[config.mk]
export PLATFORM = sky130hd
export DESIGN_NAME = im_loader_flat
export DESIGN_NICKNAME = d
export VERILOG_FILES = /design/src/rtl/im_loader_if.sv /design/src/rtl/im_loader.sv /design/src/flat_wrapper.sv
export SDC_FILE = /design/constraint.sdc
export NUM_CORES = 1
export LEC_CHECK = 0
export CAP_MARGIN = 20
export CELL_PAD_IN_SITES_DETAIL_PLACEMENT = 1
export CELL_PAD_IN_SITES_GLOBAL_PLACEMENT = 1
export CORE_MARGIN = 4
export CORE_UTILIZATION = 43
export CTS_CLUSTER_SIZE = 28
export DETAILED_ROUTE_END_ITERATION = 10
export PLACE_DENSITY = 0.83
export REMOVE_ABC_BUFFERS = 1
export SYNTH_ARGS = -nofsm -noshare
export SYNTH_HDL_FRONTEND = slang
export SYNTH_SLANG_ARGS = --single-unit
[constraint.sdc]
create_clock -name clk -period 3.6 [get_ports clk]
set_clock_uncertainty 0.1 [all_clocks]
set_input_delay 0.72 -clock clk [delete_from_list [all_inputs] [get_ports clk]]
set_output_delay 0.72 -clock clk [all_outputs]
set_load 0.02 [all_outputs]
[src/rtl/im_loader_if.sv]
// Loader-side bus bundle: byte-stream handshake, frame control/status and the
// instruction-memory write port. The master drives bytes; the slave is the loader.
interface im_loader_if #(
    parameter int ADDR_W = 8
);
    logic              start;
    logic [7:0]        in_data;
    logic              in_valid;
    logic              in_ready;
    logic              mem_we;
    logic [ADDR_W-1:0] mem_addr;
    logic [31:0]       mem_wdata;
    logic              busy;
    logic              done;
    logic              err;

    modport master (
        output start, in_data, in_valid,
        input  in_ready, mem_we, mem_addr, mem_wdata, busy, done, err
    );

    modport slave (
        input  start, in_data, in_valid,
        output in_ready, mem_we, mem_addr, mem_wdata, busy, done, err
    );
endinterface

[src/rtl/im_loader.sv]
// Framed byte-stream loader: LEN_HI, LEN_LO, 4N big-endian payload bytes, CSUM.
// Writes words to BASE_ADDR+k, flags checksum errors and address overflow.
module im_loader #(
    parameter int MEM_SIZE  = 256,
    parameter int ADDR_W    = 8,
    parameter int BASE_ADDR = 1
) (
    input  logic        clk,
    input  logic        reset,
    im_loader_if.slave  bus
);
    typedef enum logic [2:0] {
        S_IDLE, S_LEN_HI, S_LEN_LO, S_DATA, S_CSUM, S_DONE
    } state_t;

    state_t            r_state;
    logic [7:0]        r_sum;
    logic [7:0]        r_len_hi;
    logic [15:0]       r_len;
    logic [15:0]       r_word_cnt;
    logic [1:0]        r_byte_cnt;
    logic [23:0]       r_shift;
    logic              r_in_ready;
    logic              r_mem_we;
    logic [ADDR_W-1:0] r_mem_addr;
    logic [31:0]       r_mem_wdata;
    logic              r_busy;
    logic              r_done;
    logic              r_err;

    logic              w_xfer;
    logic [7:0]        w_sum_next;
    logic [31:0]       w_target;
    logic              w_overflow;
    logic              w_last_word;

    assign w_xfer      = bus.in_valid && r_in_ready;
    assign w_sum_next  = r_sum + bus.in_data;
    // Address is computed wide so that running past MEM_SIZE is detected, never wrapped.
    assign w_target    = 32'(BASE_ADDR) + {16'd0, r_word_cnt};
    assign w_overflow  = (w_target >= 32'(MEM_SIZE));
    assign w_last_word = (({1'b0, r_word_cnt} + 17'd1) == {1'b0, r_len});

    always_ff @(posedge clk) begin
        if (reset) begin
            r_state     <= S_IDLE;
            r_sum       <= '0;
            r_len_hi    <= '0;
            r_len       <= '0;
            r_word_cnt  <= '0;
            r_byte_cnt  <= '0;
            r_shift     <= '0;
            r_in_ready  <= 1'b0;
            r_mem_we    <= 1'b0;
            r_mem_addr  <= ADDR_W'(BASE_ADDR);
            r_mem_wdata <= '0;
            r_busy      <= 1'b0;
            r_done      <= 1'b0;
            r_err       <= 1'b0;
        end else begin
            r_mem_we <= 1'b0;
            r_done   <= 1'b0;
            case (r_state)
                S_IDLE: begin
                    if (bus.start) begin
                        r_state    <= S_LEN_HI;
                        r_err      <= 1'b0;
                        r_sum      <= '0;
                        r_byte_cnt <= '0;
                        r_word_cnt <= '0;
                        r_in_ready <= 1'b1;
                        r_busy     <= 1'b1;
                    end
                end
                S_LEN_HI: begin
                    if (w_xfer) begin
                        r_len_hi <= bus.in_data;
                        r_sum    <= w_sum_next;
                        r_state  <= S_LEN_LO;
                    end
                end
                S_LEN_LO: begin
                    if (w_xfer) begin
                        r_len   <= {r_len_hi, bus.in_data};
                        r_sum   <= w_sum_next;
                        r_state <= ({r_len_hi, bus.in_data} != 16'd0) ? S_DATA : S_CSUM;
                    end
                end
                S_DATA: begin
                    if (w_xfer) begin
                        r_sum      <= w_sum_next;
                        r_byte_cnt <= r_byte_cnt + 2'd1;
                        if (r_byte_cnt == 2'd3) begin
                            if (w_overflow) begin
                                r_err <= 1'b1;
                            end else begin
                                r_mem_we    <= 1'b1;
                                r_mem_addr  <= w_target[ADDR_W-1:0];
                                r_mem_wdata <= {r_shift, bus.in_data};
                            end
                            r_word_cnt <= r_word_cnt + 16'd1;
                            if (w_last_word)
                                r_state <= S_CSUM;
                        end else begin
                            r_shift <= {r_shift[15:0], bus.in_data};
                        end
                    end
                end
                S_CSUM: begin
                    if (w_xfer) begin
                        r_sum      <= w_sum_next;
                        r_in_ready <= 1'b0;
                        r_done     <= 1'b1;
                        r_state    <= S_DONE;
                        if (w_sum_next != 8'd0)
                            r_err <= 1'b1;
                    end
                end
                S_DONE: begin
                    r_busy  <= 1'b0;
                    r_state <= S_IDLE;
                end
                default: begin
                    r_state    <= S_IDLE;
                    r_in_ready <= 1'b0;
                    r_busy     <= 1'b0;
                end
            endcase
        end
    end

    assign bus.in_ready  = r_in_ready;
    assign bus.mem_we    = r_mem_we;
    assign bus.mem_addr  = r_mem_addr;
    assign bus.mem_wdata = r_mem_wdata;
    assign bus.busy      = r_busy;
    assign bus.done      = r_done;
    assign bus.err       = r_err;
endmodule

[src/flat_wrapper.sv]
// flat-port wrapper written by rule: the top's interface ports become plain ports
module im_loader_flat 
#(
    parameter int MEM_SIZE  = 256,
    parameter int ADDR_W    = 8,
    parameter int BASE_ADDR = 1
)
  (clk, reset, bus_start, bus_in_data, bus_in_valid, bus_in_ready, bus_mem_we, bus_mem_addr, bus_mem_wdata, bus_busy, bus_done, bus_err);
  im_loader_if #(.ADDR_W(ADDR_W)) bus_i ();
  input  logic clk;
  input  logic reset;
  input wire logic [$bits(bus_i.start)-1:0] bus_start;
  input wire logic [$bits(bus_i.in_data)-1:0] bus_in_data;
  input wire logic [$bits(bus_i.in_valid)-1:0] bus_in_valid;
  output wire logic [$bits(bus_i.in_ready)-1:0] bus_in_ready;
  output wire logic [$bits(bus_i.mem_we)-1:0] bus_mem_we;
  output wire logic [$bits(bus_i.mem_addr)-1:0] bus_mem_addr;
  output wire logic [$bits(bus_i.mem_wdata)-1:0] bus_mem_wdata;
  output wire logic [$bits(bus_i.busy)-1:0] bus_busy;
  output wire logic [$bits(bus_i.done)-1:0] bus_done;
  output wire logic [$bits(bus_i.err)-1:0] bus_err;
  assign bus_i.start = bus_start;
  assign bus_i.in_data = bus_in_data;
  assign bus_i.in_valid = bus_in_valid;
  assign bus_in_ready = bus_i.in_ready;
  assign bus_mem_we = bus_i.mem_we;
  assign bus_mem_addr = bus_i.mem_addr;
  assign bus_mem_wdata = bus_i.mem_wdata;
  assign bus_busy = bus_i.busy;
  assign bus_done = bus_i.done;
  assign bus_err = bus_i.err;
  im_loader #(.MEM_SIZE(MEM_SIZE), .ADDR_W(ADDR_W), .BASE_ADDR(BASE_ADDR)) u_core (.clk(clk), .reset(reset), .bus(bus_i));
endmodule
## After elaboration in Yosys (flattened, before gate mapping)

Index checks and enable logic that the tools add are counted.

| word-level totals | value |
|---|---|
| register bits | 122 |

| operators by class | value |
|---|---|
| reductions and logical operators | 22 |
| mux-type cells | 32 |
| bitwise operators | 7 |
| equal/unequal tests | 17 |
| $lt $le $gt $ge | 1 |
| $add $sub $neg | 5 |

Operators by type and width:

| kind | count |
|---|---|
| $mux W16 | 3 |
| $ge A32 B9 Y1 const B | 1 |
| $pmux W16 S2 | 1 |
| $mux W3 | 8 |
| $ne A2 B1 Y1 const B | 9 |
| $add A1 B16 Y17 const A | 1 |
| $add A16 B1 Y17 const B | 1 |
| $eq A17 B16 Y1 | 1 |
| $add A16 B1 Y16 const B | 1 |
| $mux W8 | 2 |
| $pmux W8 S2 | 1 |
| $reduce_bool A16 Y1 | 1 |
| $pmux W3 S5 | 1 |
| $reduce_and A7 Y1 | 2 |
| $reduce_and A3 Y1 | 4 |
| $reduce_or A4 Y1 | 3 |
| $mux W1 | 10 |
| $add A8 B8 Y8 | 1 |
| $reduce_and A4 Y1 | 2 |
| $reduce_bool A8 Y1 | 1 |
| $not A1 Y1 | 7 |
| $eq A3 B2 Y1 const B | 2 |
| $eq A3 B3 Y1 const B | 2 |
| $pmux W1 S3 | 2 |
| 13 further kinds | 17 |

## Depth between registers and ports, before layout

Gate-level depths: netlist (run 1).

| logic depth | value |
|---|---|
| word-level depth | 6 |
| depth in mapped cells | 12 |
| mapped depth without buffers | 9 |

## Least setup slack after synthesis (run 1)

No wires, ideal clock.

| path | value |
|---|---|
| path kind | input to register |
| start | input port bus_in_data[0] |
| end | register u_core.r_err (netlist: u_core.bus.err) |
| path slack | 535 ps |
| cell stages on the path | 9 |
| path buffers | 0 |
| data arrival time | 2,848 ps |
| required time | 3,384 ps |
| library setup time | 116 ps |
| path through | ha_1 -> fa_1 -> a211oi_1 -> o21bai_1 -> a21oi_1 -> xnor2_1 -> or4_1 -> or3_1 -> and4_1 |

| on the way | value |
|---|---|
| longest elaborated chain between the ends | 4 |

Ends and longest elaborated chain:

| element | RTL line | source |
|---|---|---|
| from (decl) | flat_wrapper.sv:13 | `input wire logic [$bits(bus_i.in_data)-1:0] bus_in_data;` |
| $add A8 B8 Y8 | im_loader.sv:38 | `assign w_sum_next = r_sum + bus.in_data;` |
| $reduce_bool A8 Y1 | im_loader.sv:115 | `if (w_sum_next != 8'd0)` |
| $ne A2 B1 Y1 (no line) | - |  |
| $reduce_and A7 Y1 (no line) | - |  |
| to (signal assigned) | im_loader.sv:59 | `r_err <= 1'b0;` |
| to (signal assigned) | im_loader.sv:67 | `r_err <= 1'b0;` |
| to (signal assigned) | im_loader.sv:116 | `r_err <= 1'b1;` |
| to (decl) | im_loader.sv:29 | `logic r_err;` |

Every way passes these cells.
A chain may end at the register's enable or synchronous reset.

## Final worst setup path (run 1)

Same ends and word-level chain as after synthesis.

==> results_dict.tcl, run 1 <==
set metrics [dict create \
    drtIter0Drc 299 \
    worstMarginPinSlew_ns 0.950 \
    wl_per_cell_um 18.8 \
    place_area_um2 6410 \
    syn_inst 682 \
    hp-start "u_core.r_shift[19]" \
    critPathMaxFanout 2 \
    leakagePower_nw 2.46 \
    wl_mm 17.2 \
    initial_core_util 0.446 \
    finalCritPeriodShare 0.940 \
    yosysWarnings 0 \
    insertion_delay_ns 0.42 \
    ys_ff_latch 122 \
    fmaxAchievable_ghz 0.295 \
    rows 41 \
    timing.final.crit_period_ns 3.38 \
    cts_setup_buffers 0 \
    timing.critical_path.cells "clkdlybuf4s50_1 > ha_1 > fa_1 > a211oi_1 > o21bai_1 > a21oi_1 > xnor2_1 > or4_1 > or3_1 > and4_1" \
    grt-ovfl-total 0 \
    fill_cells 1475 \
    drt_drc_violations_left 0 \
    gp_congestion 0.897 \
    power_density_nw_per_um2 536 \
    crit_buf_inv 1 \
    crit_cells 10 \
    syn_avg_cell_area_um2 8.35 \
    start_kind "input port" \
    cts_buffer_depth 2 \
    area_growth_pct 23.7 \
    portBuffers 56 \
    dp_hpwl_mm 11.5 \
    reg2reg_depth 9 \
    cts_buffers 17 \
    core_um2 12800 \
    grt_max_degree 44 \
    antenna_cells 0 \
    clockRootBuffer "clkbuf_16" \
    hold_violations 0 \
    detail-route-antenna-nets 0 \
    ys_seq_area_frac 0.429 \
    first_pass_iters 4 \
    design_area_um2 7040 \
    critical_path_class "input port to flop" \
    hp-class "flop to flop" \
    synth_async_sr_flop_share 0 \
    pin_count 57 \
    timing.rr.start "u_core.r_word_cnt[0]" \
    rsz0062_at_grt "no" \
    cts_tree "done" \
    cts_sinks 122 \
    end_kind "flop" \
    cts_resized 0 \
    holdPathStages 2 \
    final_common_cell "dfxtp_1" \
    nNetsFinal 753 \
    cap_violations 0 \
    status "finished, final reports clean" \
    ys.flop_type "dfxtp_1" \
    fp.dieH_um 123 \
    antenna_found_initial 0 \
    cpPeakStageDelay_ns 0.50 \
    setup_viol 0 \
    slew_viol_final 0 \
    cp.required_ns 3.81 \
    drive_above_1_share 0.0915 \
    critical_path_arrival_ns 3.59 \
    worst_path_dominant_cell_family "simple AND/OR/NAND/NOR gates" \
    grt_pass1_vias 5496 \
    hold_buffers 0 \
    htree_num_levels 4 \
    worst_slew_margin_rel 0.367 \
    mostFrequentLayoutCells "dfxtp_1, nand2_1, nor2_1, a21oi_1, clkdlybuf4s50_1" \
    avgViaCountPerCell 5.68 \
    dieWidth_um 123 \
    ir_drop_mv 0.528 \
    crit_start "bus_in_data[0]" \
    vias 5200 \
    crit_slowest_cell "or4_1" \
    path_clk_slew_ns 0.05 \
    synth_edf_count 0 \
    die_area_um2 15100 \
    synth.distinct_cells 58 \
    synth.cell_area_um2 5690 \
    grt.total_usage 0.238 \
    finalHoldWorstSlack_ns 0.362 \
    grt_pass1_wl_mm 28.4 \
]
[final cells by class]
cell class | count | area [um2] | share of cell area
clock buffers | 20 | 467 | 0.0663
multi-input cells | 505 | 3000 | 0.425
well taps | 172 | 215 | 0.0306
flip-flops and latches | 122 | 2440 | 0.347
inverters | 5 | 18.8 | 0.00266
repair buffers | 79 | 743 | 0.106
clock inverters | 12 | 161 | 0.0229
[power breakdown]
part           total (mW)  leakage [nW]  switching (mW)  internal, mW
clock                1.79         0.311           0.642          1.15
combinational       0.541          1.16           0.338         0.202
sequential           1.44         0.984          0.0509          1.39
[cell families (layout without fill, tap and decap cells)]
kind of cell	count (synthesis)	count (layout)	synth area share
muxes	42	42	0.0738
DFF	122	122	0.429
and+or+nand+nor	269	269	0.212
AOI/OAI and AO/OA	151	151	0.165
xor gates and xnor gates	32	32	0.0492
adders and majority gates	11	11	0.0255
buffers and inverters	55	116	0.0448
[worst register-to-register path: stages, from the launching register on]
cell     delay (ns)
dfxtp_1        0.52
ha_1           0.32
nand3_1        0.27
nor3_2         0.25
buf_4          0.18
a31oi_1        0.20
nor4_4         0.36
buf_4          0.42
mux2i_1        0.28
nor2_1         0.06
[Yosys cell counts (9+ instances only)]
cell      count  share of area
nor3_1       10         0.0088
o21ai_0      25          0.022
ha_1         10          0.022
clkbuf_1     33          0.022
a22oi_1      11          0.015
nand3_1       9         0.0079
mux2i_1      42          0.074
a21oi_1      69          0.061
dfxtp_1     122           0.43
xor2_1       10          0.015
nor2_1       89          0.059
xnor2_1      22          0.034
nand2_1     106          0.070
[registers in the layout, indices dropped and copies added (netlist names)]
signal,count
u_core.r_sum,8
u_core.r_byte_cnt,2
u_core.r_len,16
u_core.r_shift,24
u_core.r_state,3
u_core.bus.mem_addr,8
u_core.r_len_hi,8
u_core.bus.err,1
u_core.bus.busy,1
u_core.bus.mem_wdata,32
u_core.bus.done,1
u_core.r_word_cnt,16
u_core.bus.mem_we,1
u_core.bus.in_ready,1
[worst paths after layout]
| path | endpoint | slack (ns) |
|---|---|---|
| setup / recovery | u_core.bus.err | 0.22 |
| hold / removal | u_core.r_shift[19] | 0.36 |
| setup reg to reg | u_core.bus.mem_wdata[1] | 0.52 |
| hold reg to reg | u_core.r_shift[19] | 0.36 |
[per-layer routing]
layer	global-route usage	vias to the layer above	part of all wire
met3	0.0645	28	0.048
met1	0.288	2586	0.42
met4	0.0810	0	0.020
met2	0.410	119	0.51
li1	-	2467	-
met5	0	-	0
[metrics by stage]
| stage | setup TNS, ns | total power, mW | util | std cells | setup WS, ns |
|---|---|---|---|---|---|
| 6_report | 0 | 3.78 | 0.551 | 915 | 0.216 |
| 5_1_grt | 0 | 3.93 | 0.551 | 915 | 0.144 |
| 4_1_cts | 0 | 3.80 | 0.551 | 915 | 0.238 |
| 3_3_place_gp | 0 | 1.96 | 0.502 | 883 | 0.0128 |
| 2_1_floorplan | -18.03 | 1.77 | - | 632 | -0.451 |
| 3_5_place_dp | -0.170 | 2.00 | 0.502 | 883 | -0.170 |
Note: power is estimated with default switching activity, not from simulation.
==> run 2, diff against run 1 <==
==> constraint.sdc (replaced) <==
create_clock -name clk -period 3.2 [get_ports clk]
set_clock_uncertainty 0.1 [all_clocks]
set_input_delay 0.64 -clock clk [delete_from_list [all_inputs] [get_ports clk]]
set_output_delay 0.64 -clock clk [all_outputs]
set_load 0.02 [all_outputs]
==> run 2 against run 1 <==
Effect of this change: critical path depth unchanged; global-route usage up 0.92 points; sequential power rose by 12%; cell count is 1.4% higher; register-to-register slack worse by 0.23 ns; die area unchanged; non-clock buffer count rose by 14; sequential share of layout area is 0.43 points lower; critical endpoint unchanged; design area increased by 1.3%; largest power group unchanged.
==> results_dict.tcl, run 2 (synthesis results as in run 1) <==
set metrics [dict create \
    antenna_found_initial 0 \
    leakagePower_nw 2.51 \
    power_density_nw_per_um2 587 \
    hp-class "flop to flop" \
    seqPwrFrac 0.388 \
    drt_drc_violations_left 0 \
    status "finished, final reports clean" \
    cts_tree "done" \
    ir_drop_mv 0.380 \
    end_kind "flop" \
    dieWidth_um 123 \
    cts_buffers 17 \
    p_comb_frac 0.153 \
    insertion_delay_ns 0.43 \
    grt.busiest_layer "met2" \
    cp.required_ns 3.41 \
    vias 5305 \
    crit_cells 10 \
    place_area_um2 6530 \
    dp_hpwl_mm 11.6 \
    cts_sinks 122 \
    grt_pass1_wl_mm 29.2 \
    cap_violations 0 \
    cts_buffer_depth 2 \
    grt.total_usage 0.247 \
    drtIter0Drc 292 \
    clockRootBuffer "clkbuf_16" \
    critPathMaxFanout 2 \
    rsz0062_at_grt "no" \
    core_um2 12800 \
    crit_buf_inv 1 \
    hold_violations 0 \
    grt-ovfl-total 0 \
    wl_mm 17.9 \
    timing.critical_path.cells "clkdlybuf4s50_1 > ha_1 > fa_2 > a211oi_2 > o21bai_1 > a21oi_1 > xnor2_1 > or4_1 > or3_1 > and4_1" \
    start_kind "input port" \
    setup_viol 0 \
    timing.final.crit_period_ns 3.12 \
    setup_tns_ns 0 \
    die_area_um2 15100 \
    pin_count 57 \
    p_switching_mw 1.12 \
    hold_buffers 0 \
    total_power_mw 4.19 \
    grt_max_degree 43 \
    fmaxAchievable_ghz 0.320 \
    worst_slew_margin_rel 0.598 \
    wl_per_cell_um 19.3 \
    design_area_um2 7130 \
    first_pass_iters 5 \
    post-route-util 0.558 \
    switching_share 0.268 \
    avgViaCountPerCell 5.72 \
    rows 41 \
    reg2reg_depth 8 \
    htree_num_levels 4 \
    initial_core_util 0.446 \
    slew_viol_final 0 \
    largest_reg_flops 32 \
    drive_above_1_share 0.106 \
    critical_path_class "input port to flop" \
    pwr-share-clk 0.459 \
    fp.dieH_um 123 \
    portBuffers 56 \
    power.internal_mw 3.06 \
    area_growth_pct 25.3 \
    mostFrequentLayoutCells "dfxtp_1, nand2_1, nor2_1, a21oi_1, clkdlybuf4s50_1" \
    use_met3 0.0654 \
    path_clk_slew_ns 0.05 \
    grt_pass1_vias 5695 \
    finalCritPeriodShare 0.976 \
    nNetsFinal 767 \
    worst_path_dominant_cell_family "simple AND/OR/NAND/NOR gates" \
    critical_path_arrival_ns 3.34 \
    use_met2 0.438 \
    worstMarginPinSlew_ns 0.601 \
    gp_congestion 0.893 \
    cpPeakStageDelay_ns 0.52 \
    met1_usage 0.280 \
    holdPathStages 2 \
    antenna_cells 0 \
    detail-route-antenna-nets 0 \
    crit_slowest_cell "or4_1" \
    final_common_cell "dfxtp_1" \
]
## run 2: layout make-up
type	instances	area, um2
multi-input combinational	505	3000
sequential	122	2440
timing repair buffer	93	861
tap	172	215
clock buffer	25	505
fill	1505	5640
inverter	5	18.8
clock inverter	6	86.3
## run 2: power groups by stage
stage               clock [mW]  combinational, mW  sequential, mW
detailed placement           0              0.612            1.65
global route              2.01              0.703            1.63
finish                    1.92              0.639            1.62
CTS                       1.96              0.632            1.62
floorplan                    0              0.343            1.65
global placement             0              0.594            1.65
## run 2: stage by stage
step | hold WS, ns | setup slack (ns) | std cells
2_1_floorplan | 0.330 | -0.851 | 632
3_3_place_gp | 0.344 | -0.339 | 897
3_5_place_dp | 0.360 | -0.354 | 897
4_1_cts | 0.365 | 0.0129 | 928
5_1_grt | 0.391 | 0.00424 | 928
6_report | 0.363 | 0.0778 | 928
## run 2: worst paths after layout
check | start | endpoint | slack (ns)
worst min register to register | u_core.r_shift[23] | u_core.r_shift[23] | 0.36
worst max-delay path | bus_in_data[0] | u_core.bus.err | 0.08
worst max register to register | u_core.r_word_cnt[8] | u_core.bus.mem_wdata[0] | 0.29
worst min-delay path | u_core.r_shift[23] | u_core.r_shift[23] | 0.36
## run 2: worst min-delay path, cell delays in order (launching register included)
cell	delay, ns
dfxtp_1	0.31
nand2_1	0.05
a21oi_1	0.05
## run 2: timing repair
| item | in CTS | in global routing |
|---|---|---|
| buffers inserted | 0 | 0 |
| endpoints found under the hold margin | 0 | 0 |
| resized for setup | 0 | 2 |
| setup endpoints to repair | 0 | 1 |
## run 2: routing by layer
metal  up-vias  share of wire
met4         0          0.032
li1       2494              -
met5         -              0
met2       133           0.52
met1      2622           0.41
met3        56          0.043
